## src/rtl/cc_trackball_pkg.sv

```systemverilog
// Shared definitions for the trackball quadrature encoder.
// Covers the phase encoding, phase stepping and saturating accumulator arithmetic.
package cc_trackball_pkg;

  typedef logic [1:0] phase_t;

  localparam phase_t PH_00 = 2'b00;
  localparam phase_t PH_10 = 2'b10;
  localparam phase_t PH_11 = 2'b11;
  localparam phase_t PH_01 = 2'b01;

  // One step in the positive direction: C leads D
  function automatic phase_t ph_next(input phase_t ph);
    case (ph)
      PH_00:   ph_next = PH_10;
      PH_10:   ph_next = PH_11;
      PH_11:   ph_next = PH_01;
      PH_01:   ph_next = PH_00;
      default: ph_next = PH_00;
    endcase
  endfunction

  function automatic phase_t ph_prev(input phase_t ph);
    case (ph)
      PH_00:   ph_prev = PH_01;
      PH_01:   ph_prev = PH_11;
      PH_11:   ph_prev = PH_10;
      PH_10:   ph_prev = PH_00;
      default: ph_prev = PH_00;
    endcase
  endfunction

  // Symmetric clamp to +/-(2^(acc_w-1)-1); excess counts are dropped
  function automatic logic signed [31:0] sat_add(input logic signed [31:0] a,
                                                 input logic signed [31:0] b,
                                                 input int                 acc_w);
    logic signed [31:0] lim;
    logic signed [31:0] sum;
    lim = (32'sd1 <<< (acc_w - 1)) - 32'sd1;
    sum = a + b;
    if (sum > lim) begin
      sat_add = lim;
    end else if (sum < -lim) begin
      sat_add = -lim;
    end else begin
      sat_add = sum;
    end
  endfunction

endpackage

```

## src/rtl/quad_axis.sv

```systemverilog
// One trackball axis: pending-count accumulator feeding a quadrature phase
// register that moves one state per shared tick.
module quad_axis
  import cc_trackball_pkg::*;
#(
  parameter int ACC_W       = 10,
  parameter int SCALE_SHIFT = 0
) (
  input  logic       clk,
  input  logic       reset_n,
  input  logic       tick,
  input  logic       stb,
  input  logic [8:0] delta,
  input  logic       inv,
  input  logic       enable,
  output logic       ph_c,
  output logic       ph_d,
  output logic       nonzero
);

  logic [ACC_W-1:0]   acc_r;
  phase_t             phase_r;
  logic signed [31:0] delta_s;
  logic signed [31:0] d_s;
  logic signed [31:0] acc_s;
  logic signed [31:0] dir_s;
  logic signed [31:0] add_s;
  logic signed [31:0] sum_s;

  // Scale the delta, then combine it with the step taken from the pre-update accumulator
  always_comb begin
    delta_s = {{23{delta[8]}}, delta};
    if (inv) begin
      d_s = (-delta_s) >>> SCALE_SHIFT;
    end else begin
      d_s = delta_s >>> SCALE_SHIFT;
    end
    acc_s = {{(32 - ACC_W){acc_r[ACC_W-1]}}, acc_r};
    if (acc_s == 32'sd0) begin
      dir_s = 32'sd0;
    end else if (acc_s < 32'sd0) begin
      dir_s = -32'sd1;
    end else begin
      dir_s = 32'sd1;
    end
    add_s = (stb ? d_s : 32'sd0) - (tick ? dir_s : 32'sd0);
    sum_s = sat_add(acc_s, add_s, ACC_W);
  end

  // Accumulator and phase state; disable clears pending counts but keeps the phase
  always_ff @(posedge clk or negedge reset_n) begin
    if (!reset_n) begin
      acc_r   <= '0;
      phase_r <= PH_00;
    end else if (!enable) begin
      acc_r   <= '0;
      phase_r <= phase_r;
    end else begin
      acc_r <= sum_s[ACC_W-1:0];
      if (tick && (dir_s > 32'sd0)) begin
        phase_r <= ph_next(phase_r);
      end else if (tick && (dir_s < 32'sd0)) begin
        phase_r <= ph_prev(phase_r);
      end else begin
        phase_r <= phase_r;
      end
    end
  end

  assign ph_c    = phase_r[1];
  assign ph_d    = phase_r[0];
  assign nonzero = (acc_r != '0);

endmodule

```

## src/rtl/trackball_quad_encoder.sv

```systemverilog
// Converts relative pointer deltas into rate-limited quadrature pairs for
// the horizontal and vertical trackball axes.
module trackball_quad_encoder
  import cc_trackball_pkg::*;
#(
  parameter int STEP_DIV    = 1000,
  parameter int ACC_W       = 10,
  parameter int SCALE_SHIFT = 0,
  parameter int INV_X       = 0,
  parameter int INV_Y       = 0
) (
  input  logic       clk,
  input  logic       reset_n,
  input  logic       enable,
  input  logic       mouse_stb,
  input  logic [8:0] mouse_dx,
  input  logic [8:0] mouse_dy,
  output logic       tb1HC,
  output logic       tb1HD,
  output logic       tb1VC,
  output logic       tb1VD,
  output logic       busy
);

  localparam int DIV_W = (STEP_DIV > 1) ? $clog2(STEP_DIV) : 1;
  localparam logic [DIV_W-1:0] DIV_LAST = DIV_W'(STEP_DIV - 1);

  logic [DIV_W-1:0] div_r;
  logic             tick_s;
  logic             h_nz_s;
  logic             v_nz_s;

  assign tick_s = (div_r == DIV_LAST);

  // Free-running step-slot divider shared by both axes
  always_ff @(posedge clk or negedge reset_n) begin
    if (!reset_n) begin
      div_r <= '0;
    end else if (tick_s) begin
      div_r <= '0;
    end else begin
      div_r <= div_r + DIV_W'(1);
    end
  end

  quad_axis #(
    .ACC_W       (ACC_W),
    .SCALE_SHIFT (SCALE_SHIFT)
  ) u_axis_h (
    .clk     (clk),
    .reset_n (reset_n),
    .tick    (tick_s),
    .stb     (mouse_stb),
    .delta   (mouse_dx),
    .inv     (INV_X != 0),
    .enable  (enable),
    .ph_c    (tb1HC),
    .ph_d    (tb1HD),
    .nonzero (h_nz_s)
  );

  quad_axis #(
    .ACC_W       (ACC_W),
    .SCALE_SHIFT (SCALE_SHIFT)
  ) u_axis_v (
    .clk     (clk),
    .reset_n (reset_n),
    .tick    (tick_s),
    .stb     (mouse_stb),
    .delta   (mouse_dy),
    .inv     (INV_Y != 0),
    .enable  (enable),
    .ph_c    (tb1VC),
    .ph_d    (tb1VD),
    .nonzero (v_nz_s)
  );

  assign busy = h_nz_s | v_nz_s;

endmodule

```

## config.mk

```make
export PLATFORM = sky130hd
export DESIGN_NAME = trackball_quad_encoder
export DESIGN_NICKNAME = d
export VERILOG_FILES = /design/src/rtl/cc_trackball_pkg.sv /design/src/rtl/quad_axis.sv /design/src/rtl/trackball_quad_encoder.sv
export SDC_FILE = /design/constraint.sdc
export NUM_CORES = 1
export LEC_CHECK = 0
export BUFFER_PORTS_ARGS = -buffer_cell sky130_fd_sc_hd__buf_2
export CAP_MARGIN = 20
export CORE_MARGIN = 2
export CORE_UTILIZATION = 50
export DETAILED_ROUTE_END_ITERATION = 7
export PLACE_DENSITY_LB_ADDON = 0.08
export REMOVE_ABC_BUFFERS = 1
export SKIP_LAST_GASP = 1
export SYNTH_ARGS = -nofsm -noshare
export SYNTH_HDL_FRONTEND = slang
export SYNTH_HIERARCHICAL = 1
export SYNTH_SLANG_ARGS = --single-unit
```

## constraint.sdc

```tcl
create_clock -name clk -period 9.67 [get_ports clk]
set_clock_uncertainty 0.2 [all_clocks]
set_input_delay 0 -clock clk [delete_from_list [all_inputs] [get_ports clk]]
set_output_delay 0 -clock clk [all_outputs]
set_load 0.005 [all_outputs]
```

==> metrics.yaml <==
synth-simple-area-share_pct: 27.2
cts-root-buf: "clkbuf_16"
drtIter0Drc: 517
met2_length_mm: 10.5
grt.total_usage_pct: 26.2
cts_tree: "done"
synth_adder_area_share_pct: 20.8
wl_met1_mm: 10.7
core_area_um2: 16500
crit_chain: "ha_1, nand3_1, nor3_2, and3_1, nand2b_1, ha_1, inv_1, ha_1, nand4_1, or2_1, a21oi_2, a21boi_0, o211ai_1, nand4_1, o311ai_4, o311ai_1"
start_util_pct: 50.9
end_kind: "flip-flop"
synth_top_area_share_pct: 16.5
fin_crit_ps: 6220
routedWlPerCell_um: 17.2
relSlewSlack_pct: 38.1
grt_pass1_vias: 7730
r2r_cells: 16
firstDrtPassIters: 5
clock_latency_ps: 280
worstSetupPathDepth: 16
hp-class: "in -> async"
clk_pin_slew_ps: 60
synth_compound_area_share_pct: 26.3
post-route-drc-count: 0
cp_top_family: "simple AND/OR/NAND/NOR gates"
rsz0062_at_grt: "false"
outcome: "completed"
finalWeightedCongestion: 0.985
diodes: 0
grt_pass1_wl_mm: 38.4
syn_avg_cell_area_um2: 7.45
synth_area_um2: 8410
finalCritPeriodShare_pct: 64.3
arrival_ps: 6140
setup_viol: 0
yosys.area_share.xor_xnor_pct: 6.35
vias: 8199
fmax_mhz: 161
ctsHoldBuffers: 2
top_layer: "met4"
clk_path_buf_depth: 2
start_kind: "flip-flop"
synth_edf_count: 0
synthArstFlopShare_pct: 100
setup_tns_ps: 0
placementRows: 47
ys_types: 106
viasPerCell: 6.11
synth_top_family_by_area: "simple AND/OR/NAND/NOR gates"
max_stage_delay_ps: 760
wl_met3_um: 780
drive_gt1_share_pct: 9.63
synth_area_leaders: "ha_1, dfrtp_1, nand2_1, inv_1, fa_1"
post_cts_resized: 0
die_y_um: 134
crit_top_cell: "ha_1"
io_buffers: 26
yosysWarnings: 6
seq_area_frac_synth_pct: 10.1
die_area_um2: 17900
muxShareOfSynthArea_pct: 1.22
maxCapViolCount: 0
dominantRegCellSynth: "dfrtp_1"
cts.sinks: 34
pin_count: 27
ant_nets: 0
nets: 1272
final_hold_viol_count: 0
wl_mm: 23.0
cts_made_buffers: 5
critPathSlowestCell: "nand2b_1"
syn2layout_area_growth_pct: 4.11
worstPathBufferInverterCount: 1
r2r_setup_slack_ps: 3450
synth_top_area_cell: "ha_1"
critPathKind: "reg -> reg"
cts_setup_buffers: 0
hpwl_mm: 19.0
die_w_um: 134
crit_fanout: 19
antenna_found_initial: 0
synthCells: 1129
htree_num_levels: 2
slew_violations: 0
ys_ff_latch: 34
grt_max_degree: 35
grt-ovfl-total: 0
critPathRequiredTime_ps: 9590
tightestPinTransition_ps: 928
## synth_stat cells (9+ instances only)
master / count
a21o_1: 25
a21oi_1: 57
a21oi_2: 9
a31oi_1: 10
and2_1: 21
and4_1: 9
buf_2: 16
clkbuf_1: 21
dfrtp_1: 34
fa_1: 18
ha_1: 111
inv_1: 117
nand2_1: 134
nand2b_1: 16
nand3_1: 44
nand4_1: 24
nor2_1: 51
nor3_1: 21
nor4_1: 20
o211ai_1: 9
o21a_1: 18
o21ai_0: 57
or3_1: 16
xnor2_1: 34
xor2_1: 27
## state kept, by name, indices dropped and copies added, names as in the netlist
signal,flops
u_axis_v/phase_r,2
u_axis_h/acc_r,10
u_axis_h/phase_r,2
u_axis_v/acc_r,10
div_r,10
## path summary, 6_finish.rpt
| path | start | endpoint |
|---|---|---|
| hold / removal | reset_n | div_r[7] |
| setup reg to reg | div_r[0] | u_axis_v/acc_r[3] |
| min in group clk | mouse_dx[0] | u_axis_h/acc_r[1] |
| hold reg to reg | div_r[0] | div_r[0] |
| max in group asynchronous | reset_n | u_axis_h/phase_r[1] |
| setup / recovery | div_r[0] | u_axis_v/acc_r[3] |
## area by class of cell
cell class	instances	area [µm²]
multi-input combinational	934	6900
timing repair buffer	28	150
sequential	34	851
fill	1661	7770
clock inverter	1	7.51
clock buffer	6	129
inverter	118	443
tap	220	275
## placed cells by master (no fill, tap or decap), drive strengths merged, types with 12 or more instances in the layout
master,n
ha,111
nor3,23
o21a,18
xnor2,34
or2,12
nand4,25
nand2,137
inv,118
and3,13
a21oi,67
nor2,51
fa,18
a21o,29
nand3,45
a211oi,12
nor4,21
nand2b,16
xor2,27
dfrtp,34
buf,26
or3,17
and2,22
o21ai,69
## logic make-up (layout without fill, tap and decap cells)
logic type      count (synthesis)  count (layout)
mux                            10              10
buf+inv                       163             153
fa+ha+maj                     129             129
simple gates                  427             427
compound gates                304             304
xor+xnor                       61              61
other cells                     1               3
flops                          34              34
## metal layers
layer	global-route usage, %	up-vias
met5	0	-
met4	10.8	0
met3	2.13	52
met2	43.8	215
met1	35.0	3867
li1	-	4065
## worst register-to-register path, cell delays in order (launching register included)
cell and delay (ps):
dfrtp_1 400, ha_1 240, nand3_1 110, nor3_2 200, and3_1 460, nand2b_1 770
ha_1 280, inv_1 40, ha_1 550, nand4_1 290, or2_1 370, a21oi_2 260
a21boi_0 170, o211ai_1 710, nand4_1 370, o311ai_4 480, o311ai_1 180
## through the flow
| stage | utilization [%] | worst slack (ps) | area [µm²] | std cells | hold slack, ps |
|---|---|---|---|---|---|
| after floorplan | - | 4530 | 8190 | 1086 | -496 |
| after global placement | 52.0 | 3570 | 8600 | 1332 | -80.7 |
| after detailed placement | 52.0 | 3460 | 8600 | 1332 | -81.2 |
| after CTS | 53.0 | 3450 | 8750 | 1341 | 156 |
| after global routing | 53.0 | 2950 | 8750 | 1341 | 200 |
| final | 53.0 | 3450 | 8750 | 1341 | 131 |
Power is left out: the tool's default activity adds up to more than one toggle a clock period on the data nets, which glitch-free logic cannot reach.
